--- src/rtl/arbitro_enrutamiento_param_pkg.sv ---
// Shared constants for the PCIe transmit VC arbiter / destination router:
// arbitration mode encodings and default geometry.
package arbitro_enrutamiento_param_pkg;

    localparam logic MODE_STRICT = 1'b0;
    localparam logic MODE_RR     = 1'b1;

    localparam int DEF_NUM_VC   = 4;
    localparam int DEF_NUM_DEST = 4;
    localparam int DEF_DATA_W   = 6;

endpackage

--- src/rtl/arbitro_enrutamiento_param_rr_arbiter.sv ---
// Rotating priority arbiter: the request vector is rotated so that the current
// highest-priority index sits at bit 0, then the lowest set bit is picked.
module arbitro_enrutamiento_param_rr_arbiter
    import arbitro_enrutamiento_param_pkg::*;
#(
    parameter int N = 4
) (
    input  logic [N-1:0]          req,
    input  logic [$clog2(N)-1:0]  ptr,
    input  logic                  mode,
    output logic [N-1:0]          gnt,
    output logic [$clog2(N)-1:0]  gnt_idx,
    output logic                  gnt_valid
);

    localparam int IW = $clog2(N);

    logic [IW-1:0] base_s;
    logic [N-1:0]  rot_s;
    logic [IW-1:0] off_s;
    logic          found_s;
    logic [IW:0]   sum_s;
    logic [IW-1:0] idx_s;

    // Rotate requests by the priority base and priority-encode the lowest set bit
    always_comb begin
        base_s  = '0;
        found_s = 1'b0;
        off_s   = '0;
        if (mode == MODE_RR) begin
            base_s = ptr;
        end else begin
            base_s = '0;
        end
        // Doubling the vector makes the shift behave as a rotate in the low N bits
        rot_s = N'({req, req} >> base_s);
        for (int i = 0; i < N; i++) begin
            if (rot_s[i] && !found_s) begin
                found_s = 1'b1;
                off_s   = IW'(i);
            end else begin
                found_s = found_s;
            end
        end
        sum_s = {1'b0, base_s} + {1'b0, off_s};
        if (sum_s >= (IW+1)'(N)) begin
            idx_s = IW'(sum_s - (IW+1)'(N));
        end else begin
            idx_s = sum_s[IW-1:0];
        end
    end

    // Gate the index by the valid flag so an idle cycle never leaks a stale grant
    always_comb begin
        gnt_valid = found_s;
        if (found_s) begin
            gnt_idx = idx_s;
            gnt     = N'(1'b1) << idx_s;
        end else begin
            gnt_idx = '0;
            gnt     = '0;
        end
    end

endmodule

--- src/rtl/arbitro_enrutamiento_param.sv ---
// N-VC arbiter and M-destination router: pops one eligible FWFT head word per
// cycle and pushes it, one cycle later, to the FIFO named by its destination field.
module arbitro_enrutamiento_param
    import arbitro_enrutamiento_param_pkg::*;
#(
    parameter int NUM_VC   = DEF_NUM_VC,
    parameter int NUM_DEST = DEF_NUM_DEST,
    parameter int DATA_W   = DEF_DATA_W
) (
    input  logic                         clk,
    input  logic                         reset,
    input  logic                         arb_mode,
    input  logic [NUM_VC*DATA_W-1:0]     vc_data,
    input  logic [NUM_VC-1:0]            vc_empty,
    output logic [NUM_VC-1:0]            vc_pop,
    input  logic [NUM_DEST-1:0]          d_almost_full,
    output logic [NUM_DEST-1:0]          d_push,
    output logic [NUM_DEST*DATA_W-1:0]   d_data,
    output logic                         busy
);

    localparam int DEST_W = $clog2(NUM_DEST);
    localparam int VW     = $clog2(NUM_VC);

    logic [NUM_VC-1:0]          elig_s;
    logic [NUM_VC-1:0]          gnt_s;
    logic [VW-1:0]              gnt_idx_s;
    logic                       gnt_valid_s;
    logic [VW-1:0]              rr_ptr_r;
    logic [DATA_W-1:0]          word_s;
    logic [DEST_W-1:0]          dest_s;
    logic [NUM_DEST-1:0]        d_push_r;
    logic [NUM_DEST*DATA_W-1:0] d_data_r;
    logic                       busy_r;

    // A VC blocked on a full destination drops out of the request mask, so it never holds up others
    always_comb begin
        elig_s = '0;
        for (int i = 0; i < NUM_VC; i++) begin
            if (!vc_empty[i] && !d_almost_full[vc_data[i*DATA_W + DATA_W - 1 -: DEST_W]]) begin
                elig_s[i] = 1'b1;
            end else begin
                elig_s[i] = 1'b0;
            end
        end
    end

    arbitro_enrutamiento_param_rr_arbiter #(
        .N (NUM_VC)
    ) u_rr_arbiter (
        .req       (elig_s),
        .ptr       (rr_ptr_r),
        .mode      (arb_mode),
        .gnt       (gnt_s),
        .gnt_idx   (gnt_idx_s),
        .gnt_valid (gnt_valid_s)
    );

    // Select the granted head word and drive the FWFT pop strobe, suppressed while in reset
    always_comb begin
        word_s = vc_data[gnt_idx_s*DATA_W +: DATA_W];
        dest_s = word_s[DATA_W-1 -: DEST_W];
        if (reset) begin
            vc_pop = '0;
        end else begin
            vc_pop = gnt_s;
        end
    end

    // Round-robin pointer advances past the winner only in RR mode and survives mode switches
    always_ff @(posedge clk) begin
        if (reset) begin
            rr_ptr_r <= '0;
        end else if ((arb_mode == MODE_RR) && gnt_valid_s) begin
            if (gnt_idx_s == VW'(NUM_VC - 1)) begin
                rr_ptr_r <= '0;
            end else begin
                rr_ptr_r <= gnt_idx_s + VW'(1);
            end
        end else begin
            rr_ptr_r <= rr_ptr_r;
        end
    end

    // Output bank: one-hot push plus the word in its destination slice; other slices hold
    always_ff @(posedge clk) begin
        if (reset) begin
            d_push_r <= '0;
            d_data_r <= '0;
            busy_r   <= 1'b0;
        end else if (gnt_valid_s) begin
            d_push_r <= NUM_DEST'(1'b1) << dest_s;
            d_data_r[dest_s*DATA_W +: DATA_W] <= word_s;
            busy_r   <= 1'b1;
        end else begin
            d_push_r <= '0;
            busy_r   <= 1'b0;
        end
    end

    assign d_push = d_push_r;
    assign d_data = d_data_r;
    assign busy   = busy_r;

endmodule

--- config.mk ---
export PLATFORM = sky130hd
export DESIGN_NAME = arbitro_enrutamiento_param
export DESIGN_NICKNAME = d
export VERILOG_FILES = /design/src/rtl/arbitro_enrutamiento_param_pkg.sv /design/src/rtl/arbitro_enrutamiento_param_rr_arbiter.sv /design/src/rtl/arbitro_enrutamiento_param.sv
export SDC_FILE = /design/constraint.sdc
export NUM_CORES = 1
export LEC_CHECK = 0
export BUFFER_PORTS_ARGS = -buffer_cell sky130_fd_sc_hd__buf_4
export CAP_MARGIN = 40
export CORE_ASPECT_RATIO = 0.7
export CORE_MARGIN = 1
export CORE_UTILIZATION = 30
export CTS_CLUSTER_DIAMETER = 150
export DETAILED_ROUTE_END_ITERATION = 8
export REMOVE_ABC_BUFFERS = 1
export SKIP_CTS_REPAIR_TIMING = 1
export SLEW_MARGIN = 20
export SYNTH_ARGS = -nofsm -noshare
export SYNTH_HDL_FRONTEND = slang
export SYNTH_SLANG_ARGS = --single-unit
--- constraint.sdc ---
create_clock -name clk -period 5.6 [get_ports clk]
set_input_delay 0.84 -clock clk [delete_from_list [all_inputs] [get_ports clk]]
set_output_delay 0.84 -clock clk [all_outputs]
set_load 0.005 [all_outputs]
**Word-level counts from Yosys, hierarchy flattened**

Index checks and enable logic that the tools add are counted.

- Add/sub/neg operators: 4
- Multipliers: 2
- Order comparisons: 5
- Eq/ne operators: 1
- Shift-type cells: 6
- Mux-type cells: 27
- Bitwise gates (word level): 1
- Reduce and logical (&&, ||, !) cells: 20

Operators with widths:

| operator | count |
|---|---|
| 5-bit negator with 34-bit output | 1 |
| 6-bit by 34-bit variable shift with 24-bit output (first input constant) | 1 |
| 6-bit by 34-bit variable part select with 24-bit output | 1 |
| 24-bit bitwise mux | 1 |
| 24-bit by 6-bit variable part select with 6-bit output | 1 |
| 1-bit two-way mux | 14 |
| 2-bit by 3-bit < comparator with 1-bit output (second input constant) | 4 |
| 2-bit two-way mux | 6 |
| 1-bit zero test | 11 |
| 1-bit binary-select mux with 2-bit select | 4 |
| 1-bit logical AND | 8 |
| 2-bit by 2-bit multiplier with 4-bit output (second input constant) | 2 |
| 4-bit two-way mux | 2 |
| 1-bit by 2-bit << shifter with 4-bit output (first input constant) | 2 |
| 8-bit by 2-bit right shift with 4-bit output | 1 |
| 2-bit by 2-bit adder with 3-bit output | 1 |
| 3-bit >= comparator (second input constant) | 1 |
| 2-bit by 1-bit adder with 2-bit output (second input constant) | 1 |
| 2-bit == test (second input constant) | 1 |
| 2-bit OR reduction | 1 |
| 2-bit by 1-bit subtractor with 2-bit output (second input constant) | 1 |
| 1-bit inverter | 1 |

- Flip-flop bits (word level): 31
- Input bits: 35
- Output and inout port bits: 33
- Word-level logic and storage cells: 70

**Depth between registers and ports, before layout**

Gate-level depths: netlist of run 1.

- Word-level depth: 26
- Gate-level depth with buffers: 25
- Depth with buffers taken out: 21

**Cells and area by module**

From an unflattened synthesis of run 1, not the netlist that was laid out.

- Cells, all modules: 215
- Area, all modules: 2048.2 µm²

Modules (own cells, without submodules):

| module | instances | cells an instance | area each (µm²) | sequential area each (µm²) |
|---|---|---|---|---|
| arbitro_enrutamiento_param | 1 | 177 | 1742.9 | 600.6 |
| arbitro_enrutamiento_param_rr_arbiter | 1 | 38 | 305.3 | 0.0 |

**Worst setup path before layout of run 1**

No wires, ideal clock.

- Path kind: input to register
- Start point: in vc_data[4]
- End point: reg d_data_r[15] (netlist: d_data[15])
- Setup time: 91 ps
- Arrival: 5039 ps
- Required time: 5509 ps
- Path slack: 470 ps
- Stages on the path: 21
- Path buffers: 3
- Path through: mux4_2 -> or2_2 -> o21ai_0 -> o21ai_0 -> a211oi_1 -> a21oi_1 -> ha_1 -> clkbuf_1 -> inv_1 -> mux2i_4 -> mux2_4 -> o221ai_2 -> buf_6 -> inv_4 -> buf_6 -> ha_1 -> xor2_1 -> nand2_1 -> nor2_1 -> a21oi_1 -> a311oi_1

- Word-level cells in the longest chain between the ends: 26
- Elaborated cells on any way between the ends: 31
- Those cells by class: 3 x add/sub; 2 x mul; 1 x order compare; 4 x shift; 13 x mux; 8 x reduce/logical

Ends and longest elaborated chain:

| item | RTL line | text |
|---|---|---|
| start: declaration | arbitro_enrutamiento_param.sv:13 | `input logic [NUM_VC*DATA_W-1:0] vc_data,` |
| 1-bit binary-select mux with 2-bit select | arbitro_enrutamiento_param.sv:40 | `if (!vc_empty[i] && !d_almost_full[vc_data[i*DATA_W + DATA_W - 1 -: DEST_W]]) begin` |
| 1-bit two-way mux (not written as such) | arbitro_enrutamiento_param.sv:40 |  |
| 1-bit zero test | arbitro_enrutamiento_param.sv:40 |  |
| 1-bit logical AND | arbitro_enrutamiento_param.sv:40 |  |
| 1-bit two-way mux | arbitro_enrutamiento_param.sv:40 |  |
| 8-bit by 2-bit right shift with 4-bit output | arbitro_enrutamiento_param_rr_arbiter.sv:36 | `rot_s = N'({req, req} >> base_s);` |
| 1-bit two-way mux | arbitro_enrutamiento_param_rr_arbiter.sv:38 | `if (rot_s[i] && !found_s) begin` |
| 1-bit zero test | arbitro_enrutamiento_param_rr_arbiter.sv:38 |  |
| [... 10 more ...] | n/a |  |
| 2-bit two-way mux | arbitro_enrutamiento_param_rr_arbiter.sv:46 | `if (sum_s >= (IW+1)'(N)) begin` |
| 2-bit two-way mux | arbitro_enrutamiento_param_rr_arbiter.sv:56 | `if (found_s) begin` |
| 2-bit by 2-bit multiplier with 4-bit output | arbitro_enrutamiento_param.sv:61 | `word_s = vc_data[gnt_idx_s*DATA_W +: DATA_W];` |
| 24-bit by 6-bit variable part select with 6-bit output | arbitro_enrutamiento_param.sv:61 |  |
| 2-bit by 2-bit multiplier with 4-bit output | arbitro_enrutamiento_param.sv:93 | `d_data_r[dest_s*DATA_W +: DATA_W] <= word_s;` |
| 5-bit negator with 34-bit output | arbitro_enrutamiento_param.sv:93 |  |
| 6-bit by 34-bit variable part select with 24-bit output / 6-bit by 34-bit variable shift with 24-bit output (equally long branches) | arbitro_enrutamiento_param.sv:93 |  |
| 24-bit bitwise mux | arbitro_enrutamiento_param.sv:93 |  |
| end signal: indexed assignment | arbitro_enrutamiento_param.sv:93 |  |
| end: declaration | arbitro_enrutamiento_param.sv:33 | `logic [NUM_DEST*DATA_W-1:0] d_data_r;` |

Parallel ways exist; a longest one is shown, timed or not. The select of a mux whose other input is x is not followed.
A chain may end at the register's enable or synchronous reset.

**Worst setup path in the final report of run 1**

- Start point: in d_almost_full[3]
- End point: reg d_data_r[7] (netlist: d_data[7])

- Word-level cells in the longest chain between the ends: 26
- Elaborated cells on any way between the ends: 46
- Those cells by class: 3 x add/sub; 2 x mul; 1 x order compare; 4 x shift; 22 x mux; 14 x reduce/logical

Ends and longest elaborated chain:

| item | RTL line | text |
|---|---|---|
| start: declaration | arbitro_enrutamiento_param.sv:16 | `input logic [NUM_DEST-1:0] d_almost_full,` |
| 1-bit binary-select mux with 2-bit select | arbitro_enrutamiento_param.sv:40 |  |
| 1-bit two-way mux (not written as such) | arbitro_enrutamiento_param.sv:40 |  |
| 1-bit zero test | arbitro_enrutamiento_param.sv:40 |  |
| 1-bit logical AND | arbitro_enrutamiento_param.sv:40 |  |
| 1-bit two-way mux | arbitro_enrutamiento_param.sv:40 |  |
| 8-bit by 2-bit right shift with 4-bit output (*) | arbitro_enrutamiento_param_rr_arbiter.sv:36 |  |
| 1-bit two-way mux | arbitro_enrutamiento_param_rr_arbiter.sv:38 |  |
| 1-bit zero test | arbitro_enrutamiento_param_rr_arbiter.sv:38 |  |
| [... 10 more ...] | n/a |  |
| 2-bit two-way mux | arbitro_enrutamiento_param_rr_arbiter.sv:46 |  |
| 2-bit two-way mux | arbitro_enrutamiento_param_rr_arbiter.sv:56 |  |
| 2-bit by 2-bit multiplier with 4-bit output | arbitro_enrutamiento_param.sv:61 |  |
| 24-bit by 6-bit variable part select with 6-bit output | arbitro_enrutamiento_param.sv:61 |  |
| 2-bit by 2-bit multiplier with 4-bit output | arbitro_enrutamiento_param.sv:93 |  |
| 5-bit negator with 34-bit output | arbitro_enrutamiento_param.sv:93 |  |
| 6-bit by 34-bit variable part select with 24-bit output / 6-bit by 34-bit variable shift with 24-bit output (equally long branches) | arbitro_enrutamiento_param.sv:93 |  |
| 24-bit bitwise mux | arbitro_enrutamiento_param.sv:93 |  |

Every way passes the cells marked *; elsewhere a longest branch is shown, timed or not. The select of a mux whose other input is x is not followed.

==> flow_summary.yaml, run 1 <==
status:
  status: "finished, final reports clean"
timing:
  post-route-period-util_pct: 90.92
  fin_ws_ns: 0.5086
  hold_viol: 0
  fin_setup_tns_ns: 0
  rsz0062_at_grt: "false"
  worstMarginPinSlew_ns: 0.5866
  finalMaxSlewViolations: 0
  period_minus_slack_ns: 5.091
  max_freq_mhz: 196.4
  finClkSkew_ns: 0.005594
  setup_viol: 0
  max-slew-margin-rel_pct: 60.89
clocking:
  clockBufferDepth: 2
  cts-root-buf: "clkbuf_8"
  cts_buffers: 5
  clk_latency_ns: 0.29
  htreeDepth: 2
  numClockSinks: 30
  cts_tree: "built"
  clkTransAtPathRegs_ns: 0.06
yosys:
  yosys-top-cells-count: "30 x dfxtp_1, 27 x nand2_1, 22 x nor2_1"
  synth_xor_area_share_pct: 1.228
  synth_cell_type_count: 65
  yosysWarnings: 0
  syn_inst: 252
  synthFlopType: "dfxtp_1"
  synth_compound_area_share_pct: 26.26
  synth-simple-area-share_pct: 22.75
  syn_avg_cell_area_um2: 8.490
  netlist_area_um2: 2140
  yosysTopAreaCellShare_pct: 28.07
  synth_edf_count: 0
  ys_top_cells_by_area: "dfxtp_1 28%, mux2i_1 6.1%, ha_1 5.3%, nand2_1 4.7%, a21oi_1 4.4%"
  synth_top_family_by_area: "compound AO/OA/AOI/OAI gates"
  ys_seq_area_share_pct: 28.07
  synth_area_leader_cell: "dfxtp_1"
  synth.most_common_cell: "dfxtp_1"
  ys_async_sr_fraction_pct: 0
  synth_fa_ha_area_share_pct: 5.263
  yosys_register_bits: 30
  muxShareOfSynthArea_pct: 11.52
detailed_routing:
  antenna_left: 0
  drt_iter0_markers: 123
  finalWirelength_mm: 6.881
  routed_via_density: 5.332
  wl_per_cell_um: 16.54
  first_pass_iters: 5
  vias: 2218
  remaining_drc_errors: 0
final_layout:
  final_nets: 365
  layout-drive-gt1-share_pct: 32.92
  diodes: 0
  finalInstanceArea_um2: 2839
  syn2layout_area_growth_pct: 32.69
die:
  die-area_um2: 7479
  die-width_um: 102.9
  core.rowCount: 25
  io_pins: 68
  die_y_um: 72.66
  start_util_pct: 31.38
  core_um2: 6819
placed_design:
  io_buffers: 67
  finalWeightedCongestion: 0.9478
  dp_slack_ns: 0.2415
  dpl.hpwl_mm: 5.521
  dpl_cell_area_um2: 2748
setup_path:
  worstPathRequired_ns: 5.80
  crit_path_end_kind: "flop"
  cp.arrival_ns: 5.29
  crit_type: "in -> reg"
  startpoint_type: "input pin"
  cp_max_fo: 9
  r2r_setup_slack_ns: 1.43
grt:
  grt_pass1_wl_mm: 10.66
  grt_pass1_vias: 2028
  overflow: 0
  antenna_found_initial: 0
  grt_usage_pct: 18.81
  grt_max_degree: 24
power:
  vdd_drop_max_mv: 0.1728
  power.density_nw_per_um2: 303.0
  leakagePower_uw: 0.001248
flow_run:
  cap_violations: 0
worst_hold_path:
  hold_class: "reg -> reg"
[where the power goes]
group          total, µW  switching [µW]  internal, µW
combinational        438             265           173
clock                180            80.8          98.9
sequential           243            10.3           232
total                860             356           504
[per-stage QoR]
step                util (%)  cells  hold WS [ns]  total power [µW]
floorplan                  -    239        0.4352             516.6
global placement       40.29    408        0.4449             675.3
detailed placement     40.29    408        0.4500             677.1
CTS                    41.63    416        0.4624             856.9
global route           41.63    416        0.4854             911.3
finish                 41.63    416        0.4625             860.1
[cell families after synthesis]
kind of cell	after synthesis
AND/OR/NAND/NOR	97
AO/OA/AOI/OAI	73
flip-flops	30
buffers and inverters	21
multiplexers	19
adder cells (fa/ha/maj)	9
XOR/XNOR	3
[cell type report]
| type | count | area [µm²] |
|---|---|---|
| tap | 94 | 117.6 |
| sequential | 30 | 600.6 |
| multi-input combinational | 201 | 1434 |
| clock buffer | 7 | 86.33 |
| inverter | 8 | 32.53 |
| timing repair buffer | 75 | 563.0 |
| fill | 693 | 3980 |
| clock inverter | 1 | 5.005 |
[path summary, 6_finish.rpt]
check                           start                       to  cells past startpoint
max                  d_almost_full[3]   d_data[7]$_SDFFE_PP0P_                     19
min           d_data[10]$_SDFFE_PP0P_  d_data[10]$_SDFFE_PP0P_                      2
max reg2reg  rr_ptr_r[1]$_SDFFE_PP0P_   d_data[7]$_SDFFE_PP0P_                     17
min reg2reg   d_data[10]$_SDFFE_PP0P_  d_data[10]$_SDFFE_PP0P_                      2
[per-layer routing]
metal / up-vias / part of all wire [%] / global-route usage, % / routed length, µm
met5: - / 0 / 0 / 0
met4: 0 / 0.62 / 2.660 / 43
met3: 8 / 7.6 / 5.939 / 522
met2: 82 / 38 / 25.48 / 2637
met1: 1047 / 53 / 29.08 / 3677
li1: 1081 / - / - / -
[layout by cell type (no fill, tap or decap), types with 2 or more instances in the layout]
cell and count:
a221o_1 2, a32oi_1 2, dfxtp_1 30, a21o_1 2, nor2b_1 2, a311oi_1 4, buf_4 75, nor2_1 22
clkbuf_8 6, nor4_2 2, ha_1 9, and2_1 6, a22oi_1 3, inv_1 6, nand2b_1 4, a32o_1 3
o21ai_1 6, and3_1 8, mux4_2 3, mux2i_1 13, a31oi_1 2, xnor2_1 2, nand4_1 2, nor3_1 7
a211oi_1 2, o22ai_1 3, a21oi_1 19, a31o_2 3, o21ai_0 4, nand3_1 8, nand2_1 27, o41ai_2 2
a211oi_2 2
[registers in the layout, indices dropped and copies added (netlist names)]
register  count
d_push        4
d_data       23
busy          1
rr_ptr_r      2
[worst max-delay path, stage by stage]
cell      delay [ns]
buf_4           0.12
mux4_2          0.52
or2_2           0.34
o21ai_0         0.18
o21ai_0         0.12
a211oi_1        0.24
a21oi_1         0.07
ha_1            0.32
inv_1           0.21
mux2i_4         0.27
mux2_4          0.32
o221ai_2        0.37
buf_4           0.26
ha_1            0.28
nor2_1          0.18
nand2b_1        0.17
nor2_1          0.18
a21oi_1         0.06
a311oi_1        0.24
Power figures use the tool's default switching activity.
==> run 2, diff against run 1 <==
--- a/config.mk
+++ b/config.mk
@@ -12,7 +12,6 @@
 export CORE_UTILIZATION = 30
 export CTS_CLUSTER_DIAMETER = 150
 export DETAILED_ROUTE_END_ITERATION = 8
-export REMOVE_ABC_BUFFERS = 1
 export SKIP_CTS_REPAIR_TIMING = 1
 export SLEW_MARGIN = 20
 export SYNTH_ARGS = -nofsm -noshare
==> flow_summary.yaml, run 2 (synthesis gave the netlist of run 1 again) <==
clocking:
  clk_latency_ns: 0.28
  clockBufferDepth: 2
  clkTransAtPathRegs_ns: 0.06
  cts_buffers: 5
  numClockSinks: 30
  htreeDepth: 2
  cts_tree: "built"
  cts-root-buf: "clkbuf_8"
grt:
  grt_pass1_wl_mm: 10.12
  overflow: 0
  grt_pass1_vias: 1963
  grt_max_degree: 24
  antenna_found_initial: 0
  grt_usage_pct: 17.53
yosys:
  synth_nets: 296
final_layout:
  diodes: 0
  final_cell_mix: "74 x buf_4, 30 x dfxtp_1, 27 x nand2_1"
  multi_input_area_um2: 1434
  final_common_cell: "buf_4"
  fillers: 710
  largest_reg_flops: 23
  syn2layout_area_growth_pct: 32.34
  final_cells: 415
  seq_area_um2: 600.6
  layout-drive-gt1-share_pct: 32.71
  final_nets: 364
timing:
  post-route-period-util_pct: 92.42
  hold_viol: 0
  setup_viol: 0
  fin_setup_tns_ns: 0
  rsz0062_at_grt: "false"
  finClkSkew_ns: 0.004227
  finalMaxSlewViolations: 0
  worstMarginPinSlew_ns: 0.5546
  max-slew-margin-rel_pct: 62.72
  max_freq_mhz: 193.2
  period_minus_slack_ns: 5.176
power:
  vdd_drop_max_mv: 0.1269
  power.density_nw_per_um2: 299.1
  leakagePower_uw: 0.001244
worst_hold_path:
  min-delay-start: "d_data[10]$_SDFFE_PP0P_"
  hold_class: "reg -> reg"
detailed_routing:
  finalWirelength_mm: 6.283
  first_pass_iters: 5
  antenna_left: 0
  vias: 2171
  remaining_drc_errors: 0
  wl_per_cell_um: 15.14
  drt_iter0_markers: 237
  routed_via_density: 5.231
die:
  die_y_um: 72.66
  core.rowCount: 25
  core_um2: 6819
  die-area_um2: 7479
  start_util_pct: 31.38
  die-width_um: 102.9
  io_pins: 68
setup_path:
  crit-reg2reg-launch: "rr_ptr_r[1]$_SDFFE_PP0P_"
  startpoint_type: "input pin"
  cp_max_fo: 11
  startpoint: "d_almost_full[3]"
  crit_path_end_kind: "flop"
  worstPathRequired_ns: 5.79
  cp.arrival_ns: 5.36
  crit_type: "in -> reg"
status:
  status: "finished, final reports clean"
placed_design:
  dpl.hpwl_mm: 5.089
  dp_cells: 407
  finalWeightedCongestion: 0.8391
  io_buffers: 67
flow_run:
  cap_violations: 0
==> run 2: cell count changes in the layout (fill, tap and decap cells not counted), sizes merged <==
cell | before | now
buf | 75 | 74
==> run 2: worst paths after layout <==
| path | endpoint | slack [ns] | cells after the start |
|---|---|---|---|
| worst min-delay path | d_data[10]$_SDFFE_PP0P_ | 0.46 | 2 |
| worst max register to register | d_data[15]$_SDFFE_PP0P_ | 1.41 | 18 |
| worst max-delay path | d_data[15]$_SDFFE_PP0P_ | 0.42 | 20 |
| worst min register to register | d_data[10]$_SDFFE_PP0P_ | 0.46 | 2 |
==> run 2: report_power, final <==
group,switching [µW],internal [µW]
sequential,9.72,232
clock,81.2,99.0
combinational,255,170
==> run 2: routing by layer <==
metal / up-vias / wire length [µm] / GRT usage [%]
li1: 1083 / - / -
met1: 1001 / 3303 / 27.61
met2: 83 / 2478 / 23.63
met3: 4 / 476 / 4.885
met4: 0 / 25 / 2.347
met5: - / 0 / 0
==> run 2: metrics by stage <==
stage	instance area (µm²)	setup slack (ns)	util, %	total power (µW)	hold slack, ns
6_report	2831	0.4245	41.52	846.9	0.4629
2_1_floorplan	2140	0.4703	-	535.6	0.4413
5_1_grt	2831	0.04437	41.52	909.1	0.4947
4_1_cts	2831	0.4740	41.52	847.0	0.4673
3_3_place_gp	2740	0.3887	40.18	666.7	0.4468
3_5_place_dp	2740	0.1838	40.18	666.3	0.4458
==> run 2: critical path: stages <==
cell and delay [ns]:
buf_4 0.12, mux4_2 0.51, or2_2 0.34, o21ai_0 0.19, o21ai_0 0.13, a211oi_1 0.24, a21oi_1 0.07, ha_1 0.30
inv_1 0.22, mux2i_4 0.29, buf_4 0.20, mux2i_1 0.19, a21o_1 0.27, inv_2 0.15, ha_1 0.25, xor2_1 0.38
nand2_1 0.20, nor2_1 0.14, a21oi_1 0.06, a311oi_1 0.26
==> run 2: final cells by class <==
type,count,share of cell area [%]
Inverter,8,1.149
Multi-Input combinational cell,201,50.64
Tap cell,94,4.154
Clock inverter,1,0.1768
Clock buffer,7,3.049
Timing Repair Buffer,74,19.62
Sequential cell,30,21.21
